==> src/rtl/bank4_burst_arbiter_pkg.sv <==
// Shared definitions for the four-word bank write arbiter.
//   - Burst FSM state encodings (ST_IDLE, ST_COLLECT, ST_COMMIT)
//   - Burst length and the derived counter / stage-index widths
//   - Default data width, requester count and owner index width
package bank_arb_pkg;

  localparam int DATA_W_DEF      = 32;
  localparam int NUM_REQ_DEF     = 4;
  localparam int IDX_W_DEF       = 2;

  // Every burst is exactly one word per bank register.
  localparam int WORDS_PER_BURST = 4;
  // Counter must be able to hold WORDS_PER_BURST itself (burst complete).
  localparam int CNT_W           = $clog2(WORDS_PER_BURST + 1);
  localparam int STAGE_IDX_W     = $clog2(WORDS_PER_BURST);

  typedef enum logic [1:0] {
    ST_IDLE    = 2'd0,
    ST_COLLECT = 2'd1,
    ST_COMMIT  = 2'd2
  } state_t;

endpackage

==> src/rtl/bank4_burst_arbiter_if.sv <==
// Requester-side bus of the bank arbiter.
//   req    : per-requester level request, held for the whole burst
//   wdata  : flattened write data, requester i on [i*DATA_W +: DATA_W]
//   wvalid : per-requester word valid
//   wready : one-hot word ready (owner only, while collecting)
//   grant  : one-hot ownership indication
// master = requester side, slave = arbiter side.
interface bank4_burst_arbiter_if
  import bank_arb_pkg::*;
#(
  parameter int DATA_W  = DATA_W_DEF,
  parameter int NUM_REQ = NUM_REQ_DEF
);

  logic [NUM_REQ-1:0]        req;
  logic [NUM_REQ*DATA_W-1:0] wdata;
  logic [NUM_REQ-1:0]        wvalid;
  logic [NUM_REQ-1:0]        wready;
  logic [NUM_REQ-1:0]        grant;

  modport master (output req, wdata, wvalid, input  wready, grant);
  modport slave  (input  req, wdata, wvalid, output wready, grant);

endinterface

==> src/rtl/bank4_burst_arbiter_rr_pick.sv <==
// Combinational round-robin picker.
//   req    : request vector
//   rr_ptr : index with highest priority this round
//   found  : at least one request is set
//   winner : first set request scanning circularly upward from rr_ptr
module rr_pick #(
  parameter int NUM_REQ = 4,
  parameter int IDX_W   = 2
) (
  input  logic [NUM_REQ-1:0] req,
  input  logic [IDX_W-1:0]   rr_ptr,
  output logic               found,
  output logic [IDX_W-1:0]   winner
);

  int               idx;
  logic [IDX_W-1:0] idx_v;

  always_comb begin
    // NOTE: every variable gets a default before the scan so no path can
    // leave one unassigned and infer a latch.
    found  = 1'b0;
    winner = '0;
    idx    = 0;
    idx_v  = '0;
    for (int k = 0; k < NUM_REQ; k++) begin
      idx   = (int'(rr_ptr) + k) % NUM_REQ;
      idx_v = IDX_W'(idx);
      if (!found && req[idx_v]) begin
        found  = 1'b1;
        winner = idx_v;
      end
    end
  end

endmodule

==> src/rtl/bank4_burst_arbiter.sv <==
// Round-robin write arbiter and burst sequencer for a four-word bank.
//   clock, reset : rising-edge clock, asynchronous active-low reset
//   bus          : requester bus (slave side), see bank4_burst_arbiter_if
//   owner        : index of the current owner, meaningful while busy
//   busy         : a burst is in COLLECT or COMMIT
//   bank_in_1..4 : staged words in burst order, to the bank inputs
//   bank_enable  : one-cycle strobe that updates all bank words at once
module bank4_burst_arbiter
  import bank_arb_pkg::*;
#(
  parameter int DATA_W  = DATA_W_DEF,
  parameter int NUM_REQ = NUM_REQ_DEF,
  parameter int IDX_W   = IDX_W_DEF
) (
  input  logic                   clock,
  input  logic                   reset,
  bank4_burst_arbiter_if.slave   bus,
  output logic [IDX_W-1:0]       owner,
  output logic                   busy,
  output logic [DATA_W-1:0]      bank_in_1,
  output logic [DATA_W-1:0]      bank_in_2,
  output logic [DATA_W-1:0]      bank_in_3,
  output logic [DATA_W-1:0]      bank_in_4,
  output logic                   bank_enable
);

  state_t             state;
  logic [CNT_W-1:0]   count;
  logic [IDX_W-1:0]   rr_ptr;
  logic [NUM_REQ-1:0] grant;
  logic [DATA_W-1:0]  stage [WORDS_PER_BURST];

  logic               found;
  logic [IDX_W-1:0]   winner;
  logic [IDX_W-1:0]   owner_next;
  logic [DATA_W-1:0]  req_word [NUM_REQ];

  rr_pick #(.NUM_REQ(NUM_REQ), .IDX_W(IDX_W)) u_pick (
    .req    (bus.req),
    .rr_ptr (rr_ptr),
    .found  (found),
    .winner (winner)
  );

  for (genvar g = 0; g < NUM_REQ; g++) begin : g_slice
    assign req_word[g] = bus.wdata[g*DATA_W +: DATA_W];
  end

  assign owner_next = IDX_W'((int'(owner) + 1) % NUM_REQ);

  // Ready only while words are still missing; the owner's grant bit is the
  // one-hot mask, so no other requester can ever see ready.
  assign bus.wready = (state == ST_COLLECT && count < CNT_W'(WORDS_PER_BURST))
                      ? grant : '0;
  assign bus.grant  = grant;

  assign bank_in_1 = stage[0];
  assign bank_in_2 = stage[1];
  assign bank_in_3 = stage[2];
  assign bank_in_4 = stage[3];

  // NOTE: all state here is sequential, so every assignment is non-blocking;
  // blocking would let later statements see half-updated values.
  always_ff @(posedge clock or negedge reset) begin
    if (!reset) begin
      state       <= ST_IDLE;
      count       <= '0;
      rr_ptr      <= '0;
      owner       <= '0;
      grant       <= '0;
      busy        <= 1'b0;
      bank_enable <= 1'b0;
      // NOTE: the staging words drive the bank inputs directly and must read
      // 0 out of reset, so this small register array is reset explicitly.
      for (int i = 0; i < WORDS_PER_BURST; i++) stage[i] <= '0;
    end else begin
      case (state)
        ST_IDLE: begin
          if (found) begin
            owner <= winner;
            grant <= {{(NUM_REQ-1){1'b0}}, 1'b1} << winner;
            busy  <= 1'b1;
            count <= '0;
            state <= ST_COLLECT;
          end
        end

        ST_COLLECT: begin
          if (!bus.req[owner]) begin
            // Abort: a word offered on this same edge is discarded.
            grant  <= '0;
            busy   <= 1'b0;
            count  <= '0;
            rr_ptr <= owner_next;
            state  <= ST_IDLE;
          end else if (bus.wvalid[owner]) begin
            stage[count[STAGE_IDX_W-1:0]] <= req_word[owner];
            count <= count + 1'b1;
            if (count == CNT_W'(WORDS_PER_BURST - 1)) begin
              bank_enable <= 1'b1;
              state       <= ST_COMMIT;
            end
          end
        end

        ST_COMMIT: begin
          // req is not looked at here: a commit always completes.
          bank_enable <= 1'b0;
          grant       <= '0;
          busy        <= 1'b0;
          count       <= '0;
          rr_ptr      <= owner_next;
          state       <= ST_IDLE;
        end

        default: state <= ST_IDLE;
      endcase
    end
  end

endmodule

==> src/flat_wrapper.sv <==
// flat-port wrapper written by rule: the top's interface ports become plain ports
module bank4_burst_arbiter_flat import bank_arb_pkg::*;
#(
  parameter int DATA_W  = DATA_W_DEF,
  parameter int NUM_REQ = NUM_REQ_DEF,
  parameter int IDX_W   = IDX_W_DEF
)
  (clock, reset, owner, busy, bank_in_1, bank_in_2, bank_in_3, bank_in_4, bank_enable, bus_req, bus_wdata, bus_wvalid, bus_wready, bus_grant);
  bank4_burst_arbiter_if #(.DATA_W(DATA_W), .NUM_REQ(NUM_REQ)) bus_i ();
  input  logic clock;
  input  logic reset;
  output logic [IDX_W-1:0] owner;
  output logic busy;
  output logic [DATA_W-1:0] bank_in_1;
  output logic [DATA_W-1:0] bank_in_2;
  output logic [DATA_W-1:0] bank_in_3;
  output logic [DATA_W-1:0] bank_in_4;
  output logic bank_enable;
  input wire logic [$bits(bus_i.req)-1:0] bus_req;
  input wire logic [$bits(bus_i.wdata)-1:0] bus_wdata;
  input wire logic [$bits(bus_i.wvalid)-1:0] bus_wvalid;
  output wire logic [$bits(bus_i.wready)-1:0] bus_wready;
  output wire logic [$bits(bus_i.grant)-1:0] bus_grant;
  assign bus_i.req = bus_req;
  assign bus_i.wdata = bus_wdata;
  assign bus_i.wvalid = bus_wvalid;
  assign bus_wready = bus_i.wready;
  assign bus_grant = bus_i.grant;
  bank4_burst_arbiter #(.DATA_W(DATA_W), .NUM_REQ(NUM_REQ), .IDX_W(IDX_W)) u_core (.clock(clock), .reset(reset), .bus(bus_i), .owner(owner), .busy(busy), .bank_in_1(bank_in_1), .bank_in_2(bank_in_2), .bank_in_3(bank_in_3), .bank_in_4(bank_in_4), .bank_enable(bank_enable));
endmodule
==> config.mk <==
export PLATFORM = sky130hd
export DESIGN_NAME = bank4_burst_arbiter_flat
export DESIGN_NICKNAME = d
export VERILOG_FILES = /design/src/rtl/bank4_burst_arbiter_pkg.sv /design/src/rtl/bank4_burst_arbiter_if.sv /design/src/rtl/bank4_burst_arbiter_rr_pick.sv /design/src/rtl/bank4_burst_arbiter.sv /design/src/flat_wrapper.sv
export SDC_FILE = /design/constraint.sdc
export NUM_CORES = 1
export LEC_CHECK = 0
export BUFFER_PORTS_ARGS = -buffer_cell sky130_fd_sc_hd__buf_4
export CELL_PAD_IN_SITES_DETAIL_PLACEMENT = 1
export CELL_PAD_IN_SITES_GLOBAL_PLACEMENT = 1
export CORE_MARGIN = 1.5
export CORE_UTILIZATION = 41
export CTS_BUF_LIST = sky130_fd_sc_hd__clkbuf_4
export CTS_CLUSTER_SIZE = 14
export DETAILED_ROUTE_END_ITERATION = 10
export PLACE_DENSITY = 0.93
export SLEW_MARGIN = 20
export SYNTH_ARGS = -nofsm -noshare
export SYNTH_HDL_FRONTEND = slang
export SYNTH_SLANG_ARGS = --single-unit
==> constraint.sdc <==
create_clock -name clock -period 2.25 [get_ports clock]
set_input_delay 0.45 -clock clock [delete_from_list [all_inputs] [get_ports clock]]
set_output_delay 0.45 -clock clock [all_outputs]
set_load 0.02 [all_outputs]
==> impl_results.md <==
- Post-DP HPWL: 16.5 mm
- Via/cell ratio: 5.18
- Leakage: 5.19 nW
- R2r worst-path depth: 4
- Gp weighted congestion: 0.839
- DR vias: 4,864
- Adder-Cell Fraction of Synth Area: 1.60%
- Data arrival, critical path: 1680 ps
- CP max FO: 4
- I/O Buffers: 277
- Core area: 16,600 um2
- Seq/Total Area, Yosys: 50.9%
- Met3 track demand over resource: 5.40%
- Hold Path End: u_core.bus.grant[0]$_DFFE_PN0P_
- Storage cell area: 3580 um2
- Largest family of logic cells by synthesized area: multiplexers
- Required time worst endpoint: 1800 ps
- CTS tree: yes
- Number of I/O pins: 278
- Clk_lat worst skew: 570 ps
- Post-Syn Area: 7030 um2
- Setup TNS: 0 ps
- Actual slew at the worst max-slew pin: 513 ps
- Flops & latches, synth: 143
- Htree depth: 4
- Largest net degree at the start of global routing: 53
- CP Capture Type: output port
- Clock Skew: 21.1 ps
- Post-Synthesis Net Count: 557
- Cells after synthesis: 410
- Setup WS pre-CTS: 52.2 ps
- GRT busiest layer: met2
- Antenna violations before repair: 0
- M2 GR Usage: 47.3%
- Die width: 134 um
- Die area: 17,900 um2
- Post-route setup slack: 116 ps
- First drt pass iteration count: 4
- Total CTS buffers: 17
- Fraction of layout instances using a drive strength above 1: 70.2%
- Slew margin rel.: 65.8%
- Peak supply drop: 0.587 mV
- Met1 Use GR: 26.5%
- Inserted Diodes: 0
- Post-synthesis mux area share: 38.2%
- Crit path time final: 2130 ps
- Synth top area share: 50.9%
- Area taken by multi-input logic gates: 3240 um2
- Crit path launch type: register
- Die H: 134 um
- R2R Setup Slk: 150 ps
- EDFF count, synth: 0
- WL/cell: 23.1 um
- Total grt overflow: 0
- Top FF cell, synth: dfrtp_1
- Initial Util: 42.2%
- Unrepaired setup endpoints after global routing: false
- CTS sink count: 143
- Total GRT Usage: 24.8%
- Layout fillers: 1,632
- Hold Violations, Final: 0
- Asr flop ratio synth: 100%
- First-pass GRT wire length: 33.3 mm
- DRC viols: 0
- Worst r2r dst: u_core.bank_in_3[20]$_DFFE_PN0P_
- Simple-gate area share of the yosys netlist: 2.67%
- Hold Path Origin: bus_req[3]
- Dpl cells: 904
- WL final: 21.7 mm
- Vias in the first global route: 5,696
- Final nets: 853
- Complex-gate fraction of the synthesized area: 3.20%
- Post-Synth XOR/XNOR Area: 0.125%
- Max Cap Viol: 0
- CP Launch Point: u_core.state[0]$_DFFE_PN0P_
- Distinct cells, synth: 37
- Site Rows: 47
- Top-count cell post-synth: dfrtp_1
- Crit-path max cell delay: 470 ps
- Longest Clk Path Bufs: 2
- Warnings, synthesis: 0
- DRT antenna net count: 0
- Top cells by count, synth: 143 x dfrtp_1, 120 x mux2_4, 33 x mux4_2, 13 x buf_6, 12 x o21ai_0
- Area delta synth->final: 38.9%
- Hold slack: 297 ps
- Initial drt markers: 144
- Clk root buf: clkbuf_4
- Pwr dens: 1200 nW/um2
- Cell taking the most area after synthesis: dfrtp_1
- Final Power: 11.7 mW
- Post-Layout Cell Count: 939
- Outcome: completed
- Final setup fails: 0
- Clk slew on worst S/H paths: 130 ps
- Achievable clock frequency: 0.468 GHz
- Final Cycle Share: 94.9%
- Cells on Worst Hold Path: 3
- Worst min-delay path category: in2reg
- Kind of critical path: reg2out
- Post-synthesis average cell area: 17.1 um2
- FF-to-FF Start: u_core.owner[0]$_DFFE_PN0P_
- Master of the slowest instance on the critical path: dfrtp_1
- Final slew viol count: 0
- CP cell instances: ha_4 -> nor2b_4 -> and2_1 -> buf_4
- Main area contributors after synthesis: dfrtp_1 51%, mux2_4 26%, mux4_2 11%
worst max-delay path by stage:
stage                                             endpoint  cells past startpoint  slack, ps
after floorplan           u_core.bank_in_1[10]$_DFFE_PN0P_                      5        310
after global placement    u_core.bank_in_3[18]$_DFFE_PN0P_                      5        140
after detailed placement  u_core.bank_in_3[20]$_DFFE_PN0P_                      7         50
after CTS                                    bus_wready[1]                      5         20
after global routing                         bus_wready[2]                      5          4
final                                        bus_wready[1]                      4        120
sequential cells by signal (all words and copies together) (netlist names):
name / cells
u_core.bank_enable: 1
u_core.count: 3
u_core.bus.grant: 4
u_core.bank_in_2: 32
u_core.state: 2
u_core.bank_in_4: 32
u_core.bank_in_3: 32
u_core.rr_ptr: 2
u_core.owner: 2
u_core.busy: 1
u_core.bank_in_1: 32
where the power goes:
group	leakage [nW]	internal, mW	switching [mW]
sequential	1.88	3.36	0.618
clock	0.138	0.574	0.989
combinational	3.18	3.12	3.05
total	5.19	7.05	4.66
worst max-delay path: cells and delay by family, from the launching register on:
kind | cells | cell delay (ps)
AND/OR/NAND/NOR | 2 | 290
buffers and inverters | 1 | 150
flip-flops | 1 | 470
adder cells (fa/ha/maj) | 1 | 210
through the flow:
step / area (um2) / util, %
after floorplan: 7030 / -
after global placement: 9450 / 56.8
after detailed placement: 9450 / 56.8
after CTS: 9750 / 58.6
after global routing: 9760 / 58.6
final: 9760 / 58.6
placed cells by master, fill, tap and decap left out, types with 3 or more instances in the layout:
cell type and count:
ha_1 8, mux2i_1 3, and2_1 4, clkinv_4 4, o22ai_1 3, nand2b_1 4
mux2_2 10, dfrtp_1 141, o21ai_0 12, buf_12 9, clkinv_2 3, nand2_1 5
mux2_4 120, clkinvlp_4 3, mux4_2 33, a21oi_1 6, inv_1 9, buf_4 288
nand3_4 4, clkbuf_4 19
final cells by class:
class / instances / share of cell area (%)
Clock buffer: 19 / 1.46
Clock inverter: 13 / 1.21
Inverter: 10 / 0.385
Multi-Input combinational cell: 235 / 33.2
Sequential cell: 143 / 36.7
Tap cell: 220 / 2.82
Timing Repair Buffer: 299 / 24.2
repair_timing:
item / 4_1_cts / 5_1_grt
buffers inserted: 1 / 1
endpoints found under the hold margin: 49 / 0
hold buffers: 1 / 0
setup endpoints to repair: 4 / 4
pin swaps: 0 / 0
gates resized for setup: 4 / 1
per-layer routing:
metal | vias to the layer above | wire length [um]
li1 | 2119 | -
met1 | 2509 | 7820
met2 | 192 | 12100
met3 | 44 | 1090
met4 | 0 | 653
met5 | - | 0
logic make-up after synthesis:
kind of cell / after synthesis
AO/OA/AOI/OAI: 34
XOR/XNOR: 1
adder cells (fa/ha/maj): 9
buffers and inverters: 32
flip-flops: 143
multiplexers: 166
AND/OR/NAND/NOR: 25
Power figures use the tool's default switching activity.
